### src/rtl/pipe_ctrl_pkg.sv
// Shared types and helpers for the pipeline hazard/forwarding control block.
package pipe_ctrl_pkg;
  typedef enum logic [1:0] {RUN, STALL, FLUSH} state_t;

  localparam logic [1:0] FWD_RF     = 2'b00;
  localparam logic [1:0] FWD_MEM_WB = 2'b01;
  localparam logic [1:0] FWD_EX_MEM = 2'b10;

  // True when a writing producer targets a register the ID instruction reads; x0 never matches.
  function automatic logic rs_hit(logic [4:0] rs1, logic use1, logic [4:0] rs2, logic use2,
                                  logic [4:0] rd, logic we);
    return we && (rd != 5'd0) && ((use1 && rs1 == rd) || (use2 && rs2 == rd));
  endfunction
endpackage

### src/rtl/hazard_ctrl_forward_sel.sv
// Per-operand forwarding select for the instruction in EX; EX/MEM beats MEM/WB.
module forward_sel
  import pipe_ctrl_pkg::*;
(
  input  logic [4:0] rs,
  input  logic [4:0] ex_mem_rd,
  input  logic       ex_mem_regwrite,
  input  logic [4:0] mem_wb_rd,
  input  logic       mem_wb_regwrite,
  output logic [1:0] sel
);
  always_comb begin
    sel = FWD_RF;
    if (ex_mem_regwrite && ex_mem_rd != 5'd0 && ex_mem_rd == rs)
      sel = FWD_EX_MEM;
    else if (mem_wb_regwrite && mem_wb_rd != 5'd0 && mem_wb_rd == rs)
      sel = FWD_MEM_WB;
  end
endmodule

### src/rtl/hazard_ctrl.sv
// Stall/flush/forward control for the 5-stage pipeline.
// Build option: define FORWARDING_EN to enable operand forwarding (load-use stalls only).
module hazard_ctrl
  import pipe_ctrl_pkg::*;
#(
  parameter int CNT_W     = 32,
  parameter int MAX_STALL = 3
) (
  input  logic             clk,
  input  logic             reset,
  input  logic [4:0]       if_id_rs1,
  input  logic [4:0]       if_id_rs2,
  input  logic             if_id_use_rs1,
  input  logic             if_id_use_rs2,
  input  logic [4:0]       id_ex_rs1,
  input  logic [4:0]       id_ex_rs2,
  input  logic [4:0]       id_ex_rd,
  input  logic             id_ex_regwrite,
  input  logic             id_ex_memread,
  input  logic [4:0]       ex_mem_rd,
  input  logic             ex_mem_regwrite,
  input  logic [4:0]       mem_wb_rd,
  input  logic             mem_wb_regwrite,
  input  logic             branch_taken,
  output logic             pc_write,
  output logic             if_id_write,
  output logic             id_ex_bubble,
  output logic             if_id_flush,
  output logic             id_ex_flush,
  output logic             ex_mem_flush,
  output logic [1:0]       forward_a,
  output logic [1:0]       forward_b,
  output logic             hazard_err,
  output logic [CNT_W-1:0] stall_cycles,
  output logic [CNT_W-1:0] flush_events
);
`ifdef FORWARDING_EN
  localparam bit FWD_ON = 1'b1;
`else
  localparam bit FWD_ON = 1'b0;
`endif
  localparam int              RUN_W   = $clog2(MAX_STALL + 2);
  localparam logic [RUN_W-1:0] MAX_RUN = RUN_W'(MAX_STALL);

  state_t           state;
  logic [RUN_W-1:0] stall_run;
  logic             err_q;
  logic [CNT_W-1:0] stall_cnt, flush_cnt;
  logic             load_use, any_dep, hazard, stall, flush;

  logic [1:0][4:0] ex_rs;
  logic [1:0][1:0] sel;
  assign ex_rs = {id_ex_rs2, id_ex_rs1};

  generate
    for (genvar i = 0; i < 2; i++) begin : g_fwd
      forward_sel u_fwd (
        .rs              (ex_rs[i]),
        .ex_mem_rd       (ex_mem_rd),
        .ex_mem_regwrite (ex_mem_regwrite),
        .mem_wb_rd       (mem_wb_rd),
        .mem_wb_regwrite (mem_wb_regwrite),
        .sel             (sel[i])
      );
    end
  endgenerate

  // Without forwarding the regfile has no write-through, so any in-flight producer blocks ID.
  always_comb begin
    load_use = id_ex_memread &&
               rs_hit(if_id_rs1, if_id_use_rs1, if_id_rs2, if_id_use_rs2, id_ex_rd, id_ex_regwrite);
    any_dep  = rs_hit(if_id_rs1, if_id_use_rs1, if_id_rs2, if_id_use_rs2, id_ex_rd, id_ex_regwrite) ||
               rs_hit(if_id_rs1, if_id_use_rs1, if_id_rs2, if_id_use_rs2, ex_mem_rd, ex_mem_regwrite) ||
               rs_hit(if_id_rs1, if_id_use_rs1, if_id_rs2, if_id_use_rs2, mem_wb_rd, mem_wb_regwrite);
    hazard   = FWD_ON ? load_use : any_dep;
  end

  assign stall = !reset && hazard && !branch_taken && (state != FLUSH);
  assign flush = !reset && branch_taken;

  assign pc_write     = !stall;
  assign if_id_write  = !stall;
  assign id_ex_bubble = stall;
  assign if_id_flush  = flush;
  assign id_ex_flush  = flush;
  assign ex_mem_flush = flush;
  assign forward_a    = (FWD_ON && !reset) ? sel[0] : FWD_RF;
  assign forward_b    = (FWD_ON && !reset) ? sel[1] : FWD_RF;
  assign hazard_err   = err_q && !reset;
  assign stall_cycles = reset ? '0 : stall_cnt;
  assign flush_events = reset ? '0 : flush_cnt;

  always_ff @(posedge clk) begin
    if (reset) begin
      state     <= RUN;
      stall_run <= '0;
      err_q     <= 1'b0;
      stall_cnt <= '0;
      flush_cnt <= '0;
    end else begin
      if (branch_taken) state <= FLUSH;
      else if (stall)   state <= STALL;
      else              state <= RUN;

      if (!stall)                  stall_run <= '0;
      else if (stall_run <= MAX_RUN) stall_run <= stall_run + RUN_W'(1);

      // The stall being issued now is run+1; setting once that exceeds the limit.
      if (stall && stall_run >= MAX_RUN) err_q <= 1'b1;

      if (stall && stall_cnt != '1) stall_cnt <= stall_cnt + CNT_W'(1);
      if (flush && flush_cnt != '1) flush_cnt <= flush_cnt + CNT_W'(1);
    end
  end
endmodule

### config.mk
export PLATFORM = sky130hd
export DESIGN_NAME = hazard_ctrl
export DESIGN_NICKNAME = d
export VERILOG_FILES = /design/src/rtl/pipe_ctrl_pkg.sv /design/src/rtl/hazard_ctrl_forward_sel.sv /design/src/rtl/hazard_ctrl.sv
export SDC_FILE = /design/constraint.sdc
export NUM_CORES = 1
export LEC_CHECK = 0
export ABC_CLOCK_PERIOD_IN_PS = 3600
export CAP_MARGIN = 5
export CORE_AREA = 5 5 126 128
export DETAILED_ROUTE_END_ITERATION = 8
export DIE_AREA = 0 0 131 133
export PLACE_DENSITY_LB_ADDON = 0.15
export SYNTH_ARGS = -nofsm -noshare
export SYNTH_HDL_FRONTEND = slang
export SYNTH_SLANG_ARGS = --single-unit
### constraint.sdc
create_clock -name clk -period 3.6 [get_ports clk]
set_input_delay 0.9 -clock clk [delete_from_list [all_inputs] [get_ports clk]]
set_output_delay 0.9 -clock clk [all_outputs]
set_load 0.01 [all_outputs]
==> run_results.csv, run 1 <==
group,metric,value,unit
outcome,status,"finished, final reports clean",
final_layout,nets,695,
floorplan,dieWidth,131,um
clocking,cts-root-buf,"clkbuf_16",
synthesis,synth-simple-area-share,37.1,%
clocking,cts_tree,"built",
grt,grt_max_degree,125,
sta,fin_worst_skew,0.00763,ns
hold_path,hold_path_class,"flip-flop to flip-flop",
synthesis,synth_compound_area_share,8.98,%
worst_setup_path,r2r_cells,7,
synthesis,yosys.area_share.xor_xnor,12.0,%
sta,final.min_clock_period,3.48,ns
worst_setup_path,worstSetupStartpoint,"ex_mem_rd[2]",
synthesis,synth_seq_cells,70,
final_layout,drive_gt1_share,7.21,%
worst_setup_path,start_kind,"input pin",
synthesis,yosys-top-cells-area,"dfxtp_1 (33%), nor2b_1 (8.9%), xnor2_1 (6.5%)",
detailed_routing,drt-total-wl,12100,um
worst_setup_path,ff2ff_setup_slack,0.77,ns
clocking,clock_latency,0.34,ns
detailed_routing,vias_per_cell,4.97,
worst_setup_path,timing.rr.start,"flush_cnt[0]$_SDFFE_PP0P_",
worst_setup_path,arrival,2.58,ns
worst_setup_path,worstSetupEndpointType,"primary output",
grt,grt-ovfl-total,0,
synthesis,synthCells,543,
worst_setup_path,worst_ep_required_time,2.70,ns
final_layout,finalInstanceArea,5890,um2
sta,fin_crit_sh,96.8,%
worst_setup_path,crit_slowest_cell,"or3_1",
clocking,clk_pin_slew,0.06,ns
synthesis,synthAdderAreaFrac,1.17,%
synthesis,synth_area,4290,um2
sta,clock.fmax,287,MHz
sta,tightest_slew,0.673,ns
worst_setup_path,critical_path_class,"input pin to primary output",
grt,antenna_found_initial,0,
floorplan,dieArea,17400,um2
detailed_routing,drc_errors,0,
synthesis,synth_mux_area_share,2.42,%
synthesis,synth.avg_cell_area,7.90,um2
final_layout,multiInputGateArea,2660,um2
detailed_routing,wl_per_cell,14.5,um
sta,rsz0062_at_grt,"no",
detailed_routing,via_count,4176,
detailed_routing,first_pass_iters,5,
sta,final-max-slew-violation-count,0,
synthesis,ys.flop_type,"dfxtp_1",
synthesis,synth_top_area_share,32.7,%
worst_setup_path,cp_max_fo,4,
synthesis,yosysWarnings,0,
floorplan,core-area,14800,um2
flow_run,drv_cap,0,
pwr,p_per_area,329,nW/um2
sta,relSlewSlack,54.7,%
final_layout,seq_area,1400,um2
synthesis,ys_types,47,
floorplan,num_rows,45,
final_layout,n_antenna_cell,0,
floorplan,io-pin-count,119,
placement,io_buffers,103,
clocking,ctsHtreeMaxLevel,3,
placement,place_congestion,0.803,
synthesis,synth_top_cell_by_area,"dfxtp_1",
detailed_routing,antenna_left,0,
worst_setup_path,worstPathCellList,"dlygate4sd2_1 > or3_1 > o311a_1 > a222oi_1 > buf_4 > buf_6 > inv_1 > buf_2",
clocking,numCtsBuffers,9,
worst_setup_path,critical-path-top-delay-family,"buffers and inverters",
floorplan,initial_core_util,29.1,%
grt,grt_first_pass_wirelength,19700,um
synthesis,synth_top_family_by_area,"simple AND/OR/NAND/NOR gates",
synthesis,synth_commonest_cells,"dfxtp_1 (70), nor2b_1 (61), nor2_1 (52)",
placement,place_area,5540,um2
worst_setup_path,cp.depth,8,
worst_setup_path,critical_path_buf_inv_count,5,
final_layout,syn_to_final_growth,37.3,%
final_layout,num-fill-cells,1517,
synthesis,yosysMostFrequentCell,"dfxtp_1",
sta,hold_viol,0,
pwr,p_leak,2.08,nW
worst_setup_path,cp_slowest_stage_delay,0.37,ns
worst_setup_path,worstSetupEndpoint,"id_ex_bubble",
placement,hpwl,8860,um
sta,finalSetupTns,0,ns
pwr,ir_drop,0.183,mV
synthesis,seq_area_frac_synth,32.7,%
detailed_routing,drt_iter0_drc,253,
clocking,clock-sinks,70,
synthesis,synthArstFlopShare,0,%
clocking,clockBufferDepth,2,
grt,grt_pass1_vias,3983,
sta,setup-violations-final,0,
synthesis,synth_edf_count,0,
worst_setup_path,reg2reg_to,"flush_cnt[12]$_SDFFE_PP0P_",
hold_path,holdPathStages,2,
sta,hold_slack,0.488,ns
grt,grt_usage,14.0,%
floorplan,die_y,133,um
==> final cells by class <==
cell class	instances	area share (%)
Clock inverter	3	1.10
Timing Repair Buffer	124	20.4
Clock buffer	13	4.59
Multi-Input combinational cell	428	45.2
Sequential cell	70	23.8
Tap cell	188	3.99
Inverter	14	0.892
==> per-layer routing <==
metal	share of wire [%]	vias to the layer above	GRT usage [%]
li1	-	2116	-
met1	45	1961	17.4
met2	49	79	23.2
met3	4.5	20	3.39
met4	1.8	0	4.97
met5	0	-	0
==> sequential cells by signal, summed over array words and instances (netlist names) <==
register and cells:
flush_cnt 32, stall_cnt 32, stall_run 3, state 2, err_q 1
==> cells by family (layout without fill, tap and decap cells) <==
family | after synthesis | in the layout
xor gates and xnor gates | 59 | 59
DFF | 70 | 70
adders and majority gates | 4 | 4
and+or+nand+nor | 286 | 286
AOI/OAI and AO/OA | 66 | 66
muxes | 9 | 9
buffers and inverters | 48 | 154
other | 1 | 4
==> worst min path at each step <==
stage	start	to	slack, ns
final	stall_cnt[31]$_SDFFE_PP0P_	stall_cnt[31]$_SDFFE_PP0P_	0.49
after CTS	stall_cnt[31]$_SDFFE_PP0P_	stall_cnt[31]$_SDFFE_PP0P_	0.49
after global routing	stall_cnt[31]$_SDFFE_PP0P_	stall_cnt[31]$_SDFFE_PP0P_	0.51
after floorplan	stall_cnt[31]$_SDFFE_PP0P_	stall_cnt[31]$_SDFFE_PP0P_	0.45
after global placement	stall_cnt[31]$_SDFFE_PP0P_	stall_cnt[31]$_SDFFE_PP0P_	0.48
after detailed placement	stall_cnt[31]$_SDFFE_PP0P_	stall_cnt[31]$_SDFFE_PP0P_	0.48
==> report_power, final <==
group / internal [mW] / switching (mW) / leakage (nW)
Sequential: 0.779 / 0.00378 / 0.564
Clock: 0.662 / 0.331 / 0.166
Combinational: 0.0806 / 0.0810 / 1.35
==> per-stage QoR <==
| step | worst slack, ns | std cells | total power [mW] | util, % |
|---|---|---|---|---|
| global placement | -0.602 | 823 | 0.959 | 37.6 |
| detailed placement | -0.581 | 823 | 0.964 | 37.6 |
| floorplan | 0.127 | 546 | 0.880 | - |
| finish | 0.117 | 840 | 1.94 | 39.9 |
| global route | 0.00516 | 840 | 2.02 | 39.9 |
| CTS | 0.00916 | 840 | 1.97 | 39.9 |
==> cell usage in the layout, fill, tap and decap left out, types with 7 or more instances in the layout <==
master           netlist  routed
nor2b_1               61      61
o21ai_0               23      23
buf_4                  9      20
inv_1                 13      13
nor2_1                52      52
and4_1                 8       8
or3_1                 22      22
a21oi_1               25      25
and3_1                17      17
clkdlybuf4s50_1        0      89
clkbuf_16              0       9
xor2_1                27      27
dfxtp_1               70      70
xnor2_1               32      32
nand4_1               33      33
nand2_1               23      23
nor3_1                 7       7
nor4_1                10      10
nand3_1               36      36
==> worst min-delay path, cell delays in order, from the launching register on <==
cell and delay [ns]:
dfxtp_1 0.30, inv_1 0.07, a211oi_1 0.06
==> repair_timing <==
item                                    CTS  global route
hold buffers                              0             0
gates resized for setup                  14             5
pin swaps                                 5             4
endpoints found under the setup margin    3             3
setup buffers                             2             0
Note: power is estimated with default switching activity, not from simulation.
==> run 2, diff against run 1 <==
--- a/config.mk
+++ b/config.mk
@@ -5,11 +5,12 @@
 export SDC_FILE = /design/constraint.sdc
 export NUM_CORES = 1
 export LEC_CHECK = 0
+export ABC_AREA = 1
 export ABC_CLOCK_PERIOD_IN_PS = 3600
 export CAP_MARGIN = 5
-export CORE_AREA = 5 5 126 128
+export CORE_AREA = 5 5 140 142
 export DETAILED_ROUTE_END_ITERATION = 8
-export DIE_AREA = 0 0 131 133
+export DIE_AREA = 0 0 145 147
 export PLACE_DENSITY_LB_ADDON = 0.15
 export SYNTH_ARGS = -nofsm -noshare
 export SYNTH_HDL_FRONTEND = slang
==> run_results.csv, run 2 <==
group,metric,value,unit
sta,fin_worst_skew,0.00950,ns
synthesis,yosysWarnings,0,
grt,antenna_found_initial,0,
sta,clock.fmax,291,MHz
worst_setup_path,worstPathCellList,"clkdlybuf4s50_1 > inv_2 > nand2_1 > nand2_1 > nor2_1 > nand3_1 > nand2_1 > nand2_1 > nand3_1 > nand2_2 > inv_2 > dlygate4sd2_1",
detailed_routing,drc_errors,0,
clocking,cts_setup_buffers,0,
synthesis,synth.avg_cell_area,5.66,um2
sta,finalSetupTns,0,ns
synthesis,synth_top_cell_by_area,"dfxtp_1",
worst_setup_path,crit_slowest_cell,"clkdlybuf4s50_1",
placement,place_congestion,0.870,
clocking,numCtsBuffers,9,
worst_setup_path,arrival,2.54,ns
worst_setup_path,start_kind,"input pin",
detailed_routing,via_count,5845,
sta,final.min_clock_period,3.44,ns
detailed_routing,wl_per_cell,13.5,um
synthesis,synthArstFlopShare,0,%
sta,hold_slack,0.471,ns
grt,grt_pass1_vias,5799,
clocking,clk_pin_slew,0.06,ns
placement,hpwl,13200,um
sta,hold_viol,0,
detailed_routing,antenna_left,0,
final_layout,drive_gt1_share,5.89,%
final_layout,finalInstanceArea,6880,um2
synthesis,yosys-top-cells-area,"dfxtp_1 (26%), nand2_1 (22%), nor2_1 (12%)",
floorplan,core-area,18300,um2
sta,relSlewSlack,56.3,%
synthesis,synth_seq_cells,70,
worst_setup_path,critical_path_class,"input pin to primary output",
clocking,clock-sinks,70,
final_layout,final_common_cell,"nand2_1",
detailed_routing,first_pass_iters,5,
worst_setup_path,crit_top_cell,"nand2_1",
sta,tightest_slew,0.651,ns
floorplan,initial_core_util,29.0,%
pwr,p_per_area,274,nW/um2
final_layout,finish.utilization,37.5,%
pwr,p_leak,2.56,nW
worst_setup_path,cp_max_fo,5,
outcome,status,"finished, final reports clean",
placement,place_area,6570,um2
grt,grt_usage,16.1,%
sta,rsz0062_at_grt,"no",
clocking,ctsHtreeMaxLevel,3,
flow_run,drv_cap,0,
floorplan,dieWidth,145,um
grt,grt_first_pass_wirelength,28800,um
synthesis,ys.flop_type,"dfxtp_1",
synthesis,synth_top_area_share,26.4,%
final_layout,top_regs,"flush_cnt (32), stall_cnt (32), stall_run (3)",
placement,post-place-ws,-0.192,ns
hold_path,hold_path_class,"flip-flop to flip-flop",
floorplan,dieArea,21300,um2
sta,final-max-slew-violation-count,0,
final_layout,n_antenna_cell,0,
clocking,cts_tree,"built",
synthesis,yosysMostFrequentCell,"nand2_1",
detailed_routing,drt_iter0_drc,371,
final_layout,nets,1078,
synthesis,synth_edf_count,0,
final_layout,layout_common_cells,"nand2_1 (306), nor2_1 (170), inv_1 (101), clkdlybuf4s50_1 (95), dfxtp_1 (70)",
floorplan,io-pin-count,119,
worst_setup_path,critical-path-top-delay-family,"buffers and inverters",
synthesis,synthCells,937,
synthesis,synth_commonest_cells,"nand2_1 (307), nor2_1 (171), inv_1 (101)",
synthesis,seq_area_frac_synth,26.4,%
sta,fin_crit_sh,95.5,%
synthesis,synth_area,5310,um2
sta,setup-violations-final,0,
placement,io_buffers,103,
floorplan,num_rows,50,
clocking,clock_latency,0.34,ns
sta,setup_ws,0.161,ns
worst_setup_path,worst_ep_required_time,2.70,ns
worst_setup_path,worstSetupEndpointType,"primary output",
clocking,clockBufferDepth,2,
grt,grt_max_degree,62,
worst_setup_path,critical_path_buf_inv_count,4,
pwr,ir_drop,0.223,mV
detailed_routing,drt-total-wl,17200,um
grt,grt-ovfl-total,0,
synthesis,ys_types,34,
worst_setup_path,cp_slowest_stage_delay,0.53,ns
final_layout,syn_to_final_growth,29.6,%
detailed_routing,vias_per_cell,4.61,
clocking,cts-root-buf,"clkbuf_16",
floorplan,die_y,147,um
run 2: layout make-up:
class | instances | area, um2
Sequential cell | 70 | 1400
Timing Repair Buffer | 117 | 1160
Clock buffer | 10 | 239
Inverter | 114 | 428
Fill cell | 2041 | 11500
Tap cell | 234 | 293
Clock inverter | 6 | 61.3
Multi-Input combinational cell | 718 | 3300
run 2: final timing paths:
path,cells after the start,end,start,slack [ns]
worst min register to register,2,err_q$_SDFFE_PP0P_,err_q$_SDFFE_PP0P_,0.47
worst min-delay path,2,err_q$_SDFFE_PP0P_,err_q$_SDFFE_PP0P_,0.47
worst max register to register,11,stall_cnt[0]$_SDFFE_PP0P_,stall_cnt[0]$_SDFFE_PP0P_,1.45
worst max-delay path,12,id_ex_bubble,if_id_rs2[0],0.16
run 2: what timing repair did:
item,CTS,global route
endpoints found under the setup margin,3,3
hold buffers,0,0
resized for setup,6,3
pin swaps,1,1
run 2: per-stage QoR:
stage | instances | total power [mW]
6_report | 1269 | 1.88
3_3_place_gp | 1253 | 0.991
3_5_place_dp | 1253 | 0.991
4_1_cts | 1269 | 1.91
5_1_grt | 1269 | 1.96
2_1_floorplan | 940 | 0.904
run 2: logic make-up after synthesis:
kind of cell	synth area share [%]
buf+inv	12.0
flops	26.4
xor+xnor	5.45
fa+ha+maj	0.943
other cells	0.0707
compound gates	7.57
simple gates	47.6
run 2: where the power goes:
part,total (mW),switching [mW],internal [mW]
clock,0.913,0.360,0.553
combinational,0.191,0.118,0.0727
sequential,0.781,0.00314,0.778
total,1.88,0.481,1.40
run 2: metal layers:
layer	routed length [um]	vias to the layer above	share of wire [%]	global-route usage [%]
met5	0	-	0	0
met4	244	0	1.4	4.24
met3	667	14	3.9	3.05
met2	8200	114	48	27.7
met1	8050	2581	47	20.8
li1	-	3136	-	-
run 2: tightest hold or removal path: cells and delay by family (launching register included):
family                 cells  cell delay (ns)
AO/OA/AOI/OAI              1             0.06
flip-flops                 1             0.30
buffers and inverters      1             0.06
